===== config.mk =====
export PLATFORM = sky130hd
export DESIGN_NAME = cla_adder
export DESIGN_NICKNAME = d
export VERILOG_FILES = /design/src/rtl/cla_pkg.sv /design/src/rtl/cla4_block.sv /design/src/rtl/cla_adder.sv
export SDC_FILE = /design/constraint.sdc
export NUM_CORES = 1
export LEC_CHECK = 0
export ABC_AREA = 1
export BUFFER_PORTS_ARGS = -buffer_cell sky130_fd_sc_hd__buf_2
export CAP_MARGIN = 20
export CELL_PAD_IN_SITES_DETAIL_PLACEMENT = 1
export CELL_PAD_IN_SITES_GLOBAL_PLACEMENT = 2
export CORE_MARGIN = 2
export CORE_UTILIZATION = 22
export DETAILED_ROUTE_END_ITERATION = 8
export PLACE_DENSITY = 0.74
export SYNTH_ARGS = -nofsm -noshare
export SYNTH_HDL_FRONTEND = slang
export SYNTH_SLANG_ARGS = --single-unit
export TNS_END_PERCENT = 50

===== constraint.sdc =====
create_clock -name clk -period 1.3 [get_ports clk]
set_input_delay 0.26 -clock clk [delete_from_list [all_inputs] [get_ports clk]]
set_output_delay 0.26 -clock clk [all_outputs]
set_load 0.005 [all_outputs]

===== src/rtl/cla_pkg.sv =====
// Shared definitions for the registered carry-lookahead adder.
//   CLA_GROUP_W : width of one lookahead cell
//   CLA_MAX_N   : widest p/g vector the lookahead function accepts
//   la_carry    : flat (fully expanded) lookahead carry into position k,
//                 used for both the bit level inside a group and the
//                 group level across groups.
package cla_pkg;

    localparam int CLA_GROUP_W = 4;
    localparam int CLA_MAX_N   = 16;

    // Carry into position k as a flat sum of products:
    //   c[k] = OR_j<k ( g[j] & p[j+1] & ... & p[k-1] ) | ( p[0] & ... & p[k-1] & cin )
    // Every term is built independently, so no ripple chain is formed.
    // Loop bounds are fixed; k only gates terms, so this unrolls statically.
    function automatic logic la_carry(
        input logic [CLA_MAX_N-1:0] p,
        input logic [CLA_MAX_N-1:0] g,
        input logic                 cin,
        input int                   k
    );
        logic c;
        logic term;
        c = 1'b0;
        for (int j = 0; j < CLA_MAX_N; j++) begin
            if (j < k) begin
                term = g[j];
                for (int m = 0; m < CLA_MAX_N; m++) begin
                    if (m > j && m < k) term = term & p[m];
                end
                c = c | term;
            end
        end
        term = cin;
        for (int m = 0; m < CLA_MAX_N; m++) begin
            if (m < k) term = term & p[m];
        end
        return c | term;
    endfunction

endpackage


===== src/rtl/cla4_block.sv =====
// 4-bit carry-lookahead cell.
//   a, b : 4-bit operands
//   cin  : carry into bit 0
//   s    : 4-bit sum
//   gp   : group propagate (all four bits propagate)
//   gg   : group generate (carry out of the group independent of cin)
module cla4_block
    import cla_pkg::*;
(
    input  logic [3:0] a,
    input  logic [3:0] b,
    input  logic       cin,
    output logic [3:0] s,
    output logic       gp,
    output logic       gg
);

    logic [3:0]           p, g;
    logic [CLA_MAX_N-1:0] p_ext, g_ext;
    logic [3:0]           c;

    assign p = a ^ b;
    assign g = a & b;

    always_comb begin
        p_ext      = '0;
        g_ext      = '0;
        p_ext[3:0] = p;
        g_ext[3:0] = g;
    end

    for (genvar i = 0; i < 4; i++) begin : g_bit
        assign c[i] = la_carry(p_ext, g_ext, cin, i);
        assign s[i] = p[i] ^ c[i];
    end

    assign gp = &p;
    // Carry out of bit 3 with cin forced low is exactly g3|p3g2|p3p2g1|p3p2p1g0.
    assign gg = la_carry(p_ext, g_ext, 1'b0, 4);

endmodule


===== src/rtl/cla_adder.sv =====
// Registered carry-lookahead adder: {c_out, sum} = a + b + c_in, one cycle
// latency, a new operand pair every cycle.
//   clk   : clock, rising edge
//   rst   : synchronous active-high reset, clears all outputs
//   a, b  : WIDTH-bit unsigned operands
//   c_in  : carry-in
//   sum   : registered (a + b + c_in) mod 2^WIDTH
//   c_out : registered carry out of bit WIDTH-1
//   grp_p : registered word propagate, for cascading
//   grp_g : registered word generate (independent of c_in), for cascading
module cla_adder
    import cla_pkg::*;
#(
    parameter int WIDTH = 4
) (
    input  logic             clk,
    input  logic             rst,
    input  logic [WIDTH-1:0] a,
    input  logic [WIDTH-1:0] b,
    input  logic             c_in,
    output logic [WIDTH-1:0] sum,
    output logic             c_out,
    output logic             grp_p,
    output logic             grp_g
);

    localparam int NG = WIDTH / CLA_GROUP_W;

    if (WIDTH <= 0 || (WIDTH % CLA_GROUP_W) != 0) begin : g_bad_width
        $error("cla_adder: WIDTH must be a positive multiple of 4");
    end
    if (NG > CLA_MAX_N) begin : g_too_wide
        $error("cla_adder: WIDTH exceeds the lookahead function capacity");
    end

    logic [NG-1:0]        gp, gg;
    logic [CLA_MAX_N-1:0] gp_ext, gg_ext;
    logic [NG:0]          gc;          // carry into each group; gc[NG] is c_out
    logic [WIDTH-1:0]     sum_d, sum_q;
    logic                 c_out_d, c_out_q;
    logic                 grp_p_d, grp_p_q;
    logic                 grp_g_d, grp_g_q;

    always_comb begin
        gp_ext       = '0;
        gg_ext       = '0;
        gp_ext[NG-1:0] = gp;
        gg_ext[NG-1:0] = gg;
    end

    // Second-level lookahead: each group's carry-in comes straight from
    // lower-group GP/GG and c_in, never from the neighbouring group's sum path.
    for (genvar k = 0; k <= NG; k++) begin : g_gcarry
        assign gc[k] = la_carry(gp_ext, gg_ext, c_in, k);
    end

    for (genvar k = 0; k < NG; k++) begin : g_grp
        cla4_block u_cla4 (
            .a   (a[k*CLA_GROUP_W +: CLA_GROUP_W]),
            .b   (b[k*CLA_GROUP_W +: CLA_GROUP_W]),
            .cin (gc[k]),
            .s   (sum_d[k*CLA_GROUP_W +: CLA_GROUP_W]),
            .gp  (gp[k]),
            .gg  (gg[k])
        );
    end

    assign c_out_d = gc[NG];
    assign grp_p_d = &gp;
    assign grp_g_d = la_carry(gp_ext, gg_ext, 1'b0, NG);

    always_ff @(posedge clk) begin
        if (rst) begin
            sum_q   <= '0;
            c_out_q <= 1'b0;
            grp_p_q <= 1'b0;
            grp_g_q <= 1'b0;
        end else begin
            sum_q   <= sum_d;
            c_out_q <= c_out_d;
            grp_p_q <= grp_p_d;
            grp_g_q <= grp_g_d;
        end
    end

    assign sum   = sum_q;
    assign c_out = c_out_q;
    assign grp_p = grp_p_q;
    assign grp_g = grp_g_q;

endmodule


## Word-level counts from Yosys, hierarchy flattened

Cells that the tools add are included.

| cells by class | value |
|---|---|
| bitwise gates (word level) | 26 |
| reductions and logical operators | 1 |

Operators by type and width:

| kind | number |
|---|---|
| AND 1 bit | 10 |
| bitwise OR 1 bit | 10 |
| AND 4 bit | 1 |
| AND reduction 4 bit | 1 |
| XOR 1 bit | 4 |
| XOR 4 bit | 1 |

| storage, ports and cells | value |
|---|---|
| register bits | 7 |
| input bits | 11 |
| output and inout port bits | 7 |

## Depth between registers and ports, before layout

Gate-level depths: netlist of run 1.

| logic depth | value |
|---|---|
| depth in word-level cells | 8 |
| gate-level depth with buffers | 8 |
| depth with buffers taken out | 8 |

## Hierarchy

From an unflattened synthesis of run 1, not the netlist that was laid out.

| second synthesis, totals | value |
|---|---|
| cell total of the unflattened synthesis | 49 |
| area, all modules | 392.9 µm² |

By module, submodules not included:

| module | instances | cells an instance | area each (µm²) | seq. area each (µm²) |
|---|---|---|---|---|
| cla_adder | 1 | 22 | 200.2 | 140.1 |
| cla4_block | 1 | 27 | 192.7 | 0.0 |

## Worst setup path after synthesis of run 1

OpenSTA, ideal clock, no wires.

| path | value |
|---|---|
| path kind | input-to-reg |
| start | input port a[0] |
| end | register sum_q[3] (netlist: sum[3]) |
| setup time | 0.115 ns |
| arrival time | 1.057 ns |
| data required time | 1.185 ns |
| path slack | 0.128 ns |
| cell stages on the path | 8 |
| buffers on the path | 0 |
| path through | ha_1 ha_1 nand2_1 nand3_2 nand2_2 nand3_2 nand2_1 nor2_1 |

| between the ends | value |
|---|---|
| word-level cells in the longest chain between the ends | 7 |
| elaborated cells on any way between the ends | 11 |
| classes of those cells | bitwise (11) |

RTL lines:

| what | line | RTL |
|---|---|---|
| start: declaration | cla_adder.sv:18 | `input logic [WIDTH-1:0] a,` |
| AND 4 bit | cla4_block.sv:23 | `assign g = a & b;` |
| AND 1 bit (2 in series) | cla_pkg.sv:29 | `if (m > j && m < k) term = term & p[m];` |
| bitwise OR 1 bit (2 in series) | cla_pkg.sv:31 | `c = c \| term;` |
| bitwise OR 1 bit (*) | cla_pkg.sv:38 | `return c \| term;` |
| XOR 1 bit (*) | cla4_block.sv:34 | `assign s[i] = p[i] ^ c[i];` |
| end signal: assignment | cla_adder.sv:79 | `sum_q <= sum_d;` |
| end: declaration | cla_adder.sv:39 | `logic [WIDTH-1:0] sum_d, sum_q;` |

Every way passes the cells marked *; elsewhere a longest branch is shown, timed or not.
A chain may end at the register's enable or synchronous reset.

## Final worst setup path of run 1

| path | value |
|---|---|
| start | input port a[0] |
| end | register sum_q[2] (netlist: sum[2]) |

| between the ends | value |
|---|---|
| word-level cells in the longest chain between the ends | 5 |
| elaborated cells on any way between the ends | 8 |
| classes of those cells | bitwise (8) |

RTL lines:

| what | line |
|---|---|
| AND 4 bit / XOR 4 bit (equally long branches) | cla4_block.sv:23, cla4_block.sv:22 |
| AND 1 bit (on tied branches) | cla_pkg.sv:29, cla_pkg.sv:36 |
| bitwise OR 1 bit / AND 1 bit (equally long branches) | cla_pkg.sv:31, cla_pkg.sv:36 |
| bitwise OR 1 bit (*) | cla_pkg.sv:38 |
| XOR 1 bit (*) | cla4_block.sv:34 |

Marks and branches as above.

==> results of run 1 <==
## cell type report
class / instances / area, µm² / area share [%]
clock buffers: 4 / 26.3 / 4.88
inverters: 10 / 37.5 / 6.98
multi-input cells: 27 / 199 / 37.0
flip-flops and latches: 7 / 140 / 26.0
well taps: 16 / 20.0 / 3.72
repair buffers: 21 / 115 / 21.4
## layer usage
metal / GRT usage [%] / vias to the layer above / part of all wire [%] / routed length, µm
met4: 5.29 / 0 / 0 / 0
met3: 1.19 / 0 / 5.6 / 40
li1: - / 188 / - / -
met1: 7.25 / 148 / 43 / 306
met2: 11.4 / 10 / 51 / 366
met5: 0 / - / 0 / 0
## final timing paths
check	to	cells past startpoint	startpoint	slack [ns]
setup / recovery	sum[2]	7	a[0]	0.20
hold / removal	sum[0]	2	rst	0.21
## cell families after synthesis
group,count (synthesis)
fa+ha+maj,6
buf+inv,10
flops,7
compound gates,6
simple gates,14
xor+xnor,1
## metrics by stage
stage	cell area, µm²	setup slack [ns]	instances
floorplan	377	0.128	44
global placement	512	-0.0466	81
detailed placement	512	-0.0608	81
CTS	538	0.206	85
global route	538	0.0929	85
finish	538	0.203	85
## state kept, by name, indices dropped and copies added, names as in the netlist
signal and flops:
grp_p 1, grp_g 1, sum 4, c_out 1
## power groups by stage
stage                     Clock [W]  Combinational, W  Sequential, W
after CTS                  0.000197          0.000143       0.000239
after global routing       0.000205          0.000159       0.000240
after floorplan                   0         0.0000694       0.000248
after detailed placement          0          0.000143       0.000243
after global placement            0          0.000139       0.000243
final                      0.000187          0.000140       0.000239
## cell usage in the layout, fill, tap and decap left out, drive strengths merged
cell	count
nand2	6
nor2	3
fa	1
a21oi	3
dfxtp	7
clkbuf	4
ha	5
nand3	3
nor3	1
o21ai	2
inv	10
xor2	1
buf	21
nor4	1
o21bai	1
## critical path: cells and delay by family
| kind | cells | cell delay, ns |
|---|---|---|
| adder cells (fa/ha/maj) | 2 | 0.48 |
| AND/OR/NAND/NOR | 2 | 0.16 |
| AO/OA/AOI/OAI | 2 | 0.22 |
| buffers and inverters | 1 | 0.11 |
==> qor.yml, run 1 <==
status: "finished, violations left"
violations: "DRC"
viasPerCell: 4.07
pwr-share-clk_pct: 33.1
crit_top_cell: "ha_1"
maxCapViolCount: 0
p_leak_nw: 0.314
rsz0062_at_grt: "false"
cts_sinks: 7
critPathMaxFanout: 3
syn_inst: 44
grt-ovfl-total: 0
port_buffers: 17
powerDensity_mw_per_mm2: 1050
path_cells: "buf_2, ha_1, ha_1, nand2_1, nand3_2, o21ai_0, a21oi_1"
grt_pass1_wl_um: 993
fmax_mhz: 912
total_power_w: 0.000565
finalMaxSlewViolations: 0
wl_um: 712
synthArstFlopShare_pct: 0
synth_area_um2: 377
synth_top_area_share_pct: 37.2
cts_buffer_depth: 2
synth.most_common_cell: "inv_1"
start_util_pct: 24.2
worst_pin_slew_ns: 0.230
tns_ns: 0
seq_area_frac_synth_pct: 37.2
yosys.area_share.simple_pct: 19.9
place.gp.congestion: 0.690
ys_warn_count: 0
max_stage_delay_ns: 0.30
sw_frac_of_total_pct: 25.4
routedWlPerCell_um: 8.38
synth_xor_xnor_area_share_pct: 2.33
grt_max_degree: 5
synth_compound_area_share_pct: 8.64
cts_root_buf: "clkbuf_4"
seq_power_share_pct: 42.2
cts_hold_buf: 0
switchingPower_w: 0.000144
fin_crit_sh_pct: 84.4
final-setup-viol-count: 0
drcViolationCount: 1
antenna_cells: 0
pin_count: 18
cts-resized-gates: 0
place_hpwl_um: 656
syn_to_final_growth_pct: 42.9
core_mm2: 0.00156
yosys.area.top_type: "dfxtp_1"
ys_top_cells_by_count: "inv_1 (10), dfxtp_1 (7), ha_1 (5)"
slew_headroom_pct: 84.5
dieArea_mm2: 0.00206
fp.dieW_um: 45.4
syn-num-nets: 61
startpoint_type: "input pin"
synth_edf_count: 0
final_util_pct: 34.5
ys.flop_type: "dfxtp_1"
yosys-top-cells-area: "dfxtp_1 (37%), ha_1 (17%), inv_1 (10%)"
drive_gt1_share_pct: 40.6
nets: 87
synthAdderAreaFrac_pct: 21.9
cts_buffers: 3
synth_top_family_by_area: "adder cells"
gr-usage-all-layers_pct: 6.72
ctsHtreeMaxLevel: 1
worstPathRequired_ns: 1.43
worst_setup_path_end_kind: "register"
hold_class: "in -> reg"
cts.clk_slew.worst_paths_ns: 0.05
ys_ff_latch: 7
intPower_w: 0.000422
dr.first_iter.drc_count: 2
cts_setup_buffers: 0
tritoncts: "done"
final-hold-violation-count: 0
synth.mux.area_fraction_pct: 0
ant_nets: 0
rows: 14
whs_ns: 0.211
vias: 346
cp_slowest_cell: "ha_1"
antenna_found_initial: 0
critPathKind: "in -> reg"
fill_cells: 212
grt_pass1_vias: 284
power_frac_comb_pct: 24.7
vdd_drop_max_uv: 242
cp.arrival_ns: 1.23
syn_area_per_cell_um2: 8.56
die_h_um: 45.4
drt-pass1-iter-count: 5
fin_crit_ns: 1.10
synth_cell_types: 15
(Power assumes the default switching activity.)
==> run 2, diff against run 1 <==
- ABC_AREA: 1 -> 0
- CORE_UTILIZATION: 22 -> 21
- PLACE_DENSITY: 0.74 -> 0.71
- clock period: 1.3 -> 0.9 ns (I/O delays scaled with it)
==> run 2 against run 1 <==
Clock power increased by 51%. First-iteration DRC count decreased by 50%. Power increased by 56%. Flip-flop and latch count unchanged. Sequential power increased by 44%. Global-route usage increased by 2.5 points. Routed wire length increased by 11%. The flow finishes with violations (setup timing). Design area increased by 14%. Synthesized cell count decreased by 20%. Utilization increased by 1.7 points. Clock-buffer cell count decreased by 1. Critical path depth decreased by 1.
==> qor.yml, run 2 <==
nets: 77  # -11%
pin_count: 18  # unchanged
regArea_um2: 140  # unchanged
grt_max_degree: 6  # +1
syn_area_per_cell_um2: 10.4  # +22%
cp.arrival_ns: 1.24  # about the same
fill_cells: 206  # -2.8%
drt-pass1-iter-count: 3  # -2
final_common_cell: "buf_2"
p_leak_nw: 0.283  # -9.9%
worstPathRequired_ns: 1.07  # -0.36 ns
gr-usage-all-layers_pct: 9.25  # +2.5 points
cts_root_buf: "clkbuf_4"
grt_pass1_wl_um: 1320  # +33%
cts_buffers: 3  # unchanged
drive_gt1_share_pct: 59.3  # +19 points
worst_setup_path_end_kind: "register"
ctsHtreeMaxLevel: 1  # unchanged
finish.instance_area_um2: 612  # +14%
ant_nets: 0  # unchanged
largest_reg_flops: 4  # unchanged
place.gp.congestion: 0.655  # -5.2%
vdd_drop_max_uv: 335  # +39%
fmax_mhz: 937
synthArstFlopShare_pct: 0  # unchanged
cts_hold_buf: 0  # unchanged
synth_area_um2: 365  # -3.0%
maxCapViolCount: 0  # unchanged
rsz0062_at_grt: "true"
fin_crit_sh_pct: 119
worst_pin_slew_ns: 0.210  # -0.0198 ns
slew_headroom_pct: 86.0  # +1.5 points
viasPerCell: 4.34  # +6.7%
ys_warn_count: 0  # unchanged
syn-num-nets: 52  # -15%
ys.flop_type: "dfxtp_1"
hold_class: "in -> reg"
cts_buffer_depth: 2  # unchanged
multi_input_area_um2: 284  # +43%
cts_sinks: 7  # unchanged
setup_ws_ns: -0.167  # -0.370 ns
routedWlPerCell_um: 10.4  # +24%
critPathMaxFanout: 2  # -1
synth_top_area_share_pct: 38.4  # +1.1 points
syn_inst: 35  # -20%
final-setup-viol-count: 3  # +3
cts.clk_slew.worst_paths_ns: 0.06  # about the same
die_h_um: 45.7  # +0.74%
dr.first_iter.drc_count: 1  # -1
placed_area_um2: 519  # +1.5%
fp.dieW_um: 45.7  # +0.74%
critPathKind: "in -> reg"
yosys-top-cells-area: "dfxtp_1 (38%), ha_1 (17%), fa_1 (5.5%)"
start_util_pct: 21.6  # -2.5 points
violations: "setup timing"
whs_ns: 0.189  # -0.0219 ns
antenna_cells: 0  # unchanged
rows: 15  # +1
finalMaxSlewViolations: 0  # unchanged
synth.most_common_cell: "dfxtp_1"
layout_common_cells: "buf_2 (15), dfxtp_1 (7), inv_1 (4), ha_4 (4)"
core_mm2: 0.00169  # +8.3%
fin_cells: 76  # -11%
grt_pass1_vias: 345  # +21%
fin_crit_ns: 1.07
port_buffers: 17  # unchanged
final-hold-violation-count: 0  # unchanged
synth_edf_count: 0  # unchanged
total_power_w: 0.000885  # +56%
tns_ns: -0.347  # -0.347 ns
wl_um: 789  # +11%
synth_cell_types: 17  # +2
powerDensity_mw_per_mm2: 1450  # +38%
dp_cells: 72  # -11%
antenna_found_initial: 0  # unchanged
status: "finished, violations left"
ys_top_cells_by_count: "dfxtp_1 (7), ha_1 (5), inv_1 (4)"
grt-ovfl-total: 0  # unchanged
tritoncts: "done"
vias: 330  # -4.6%
startpoint_type: "input pin"
drcViolationCount: 0  # -1
seq_area_frac_synth_pct: 38.4  # +1.1 points
yosys.area.top_type: "dfxtp_1"
syn_to_final_growth_pct: 67.5
dieArea_mm2: 0.00209  # +1.5%
ys_ff_latch: 7  # unchanged
==> run 2: report_power, final <==
group / switching (W) / leakage (nW) / internal (W)
combinational: 0.000118 / 0.207 / 0.000138
clock: 0.000121 / 0.0177 / 0.000162
sequential: 0.00000488 / 0.0581 / 0.000340
total: 0.000244 / 0.283 / 0.000641
==> run 2: metal layers <==
metal / vias up / global-route usage (%) / share of wire [%]
met5: - / 0 / 0
met4: 0 / 8.57 / 0.63
met3: 2 / 1.19 / 5.4
met2: 11 / 15.8 / 51
met1: 145 / 9.62 / 43
li1: 172 / - / -
==> run 2: critical path, stage by stage <==
cell    delay, ns
buf_8        0.10
ha_4         0.24
ha_4         0.15
o21a_1       0.17
o21a_1       0.20
nor3_1       0.20
==> run 2: cell type report <==
cell class / count / share of cell area [%]
clock buffer: 3 / 3.68
clock inverter: 1 / 0.818
inverter: 4 / 2.45
multi-input combinational: 24 / 46.4
sequential: 7 / 22.9
tap: 17 / 3.48
timing repair buffer: 20 / 20.2
==> run 2: kinds of logic (layout without fill, tap and decap cells) <==
| kind of cell | Yosys count | count (layout) | synth area share (%) |
|---|---|---|---|
| DFF | 7 | 7 | 38.4 |
| buffers and inverters | 4 | 28 | 4.11 |
| and+or+nand+nor | 7 | 7 | 11.0 |
| AOI/OAI and AO/OA | 10 | 10 | 21.6 |
| adders and majority gates | 6 | 6 | 22.6 |
| xor gates and xnor gates | 1 | 1 | 2.40 |
==> run 2: metrics by stage <==
stage	utilization, %	setup WS, ns
detailed placement	30.7	-0.469
CTS	34.1	-0.175
global route	36.2	-0.213
global placement	30.7	-0.480
finish	36.2	-0.167
floorplan	-	-0.242
==> run 2: timing repair <==
| item | CTS | global route |
|---|---|---|
| buffers inserted | 0 | 0 |
| resized for setup | 5 | 5 |
| endpoints found under the setup margin | 3 | 4 |
==> run 2: final timing paths <==
kind / depth (start not counted) / to / startpoint
min: 2 / c_out / c_in
max: 6 / sum[2] / a[0]
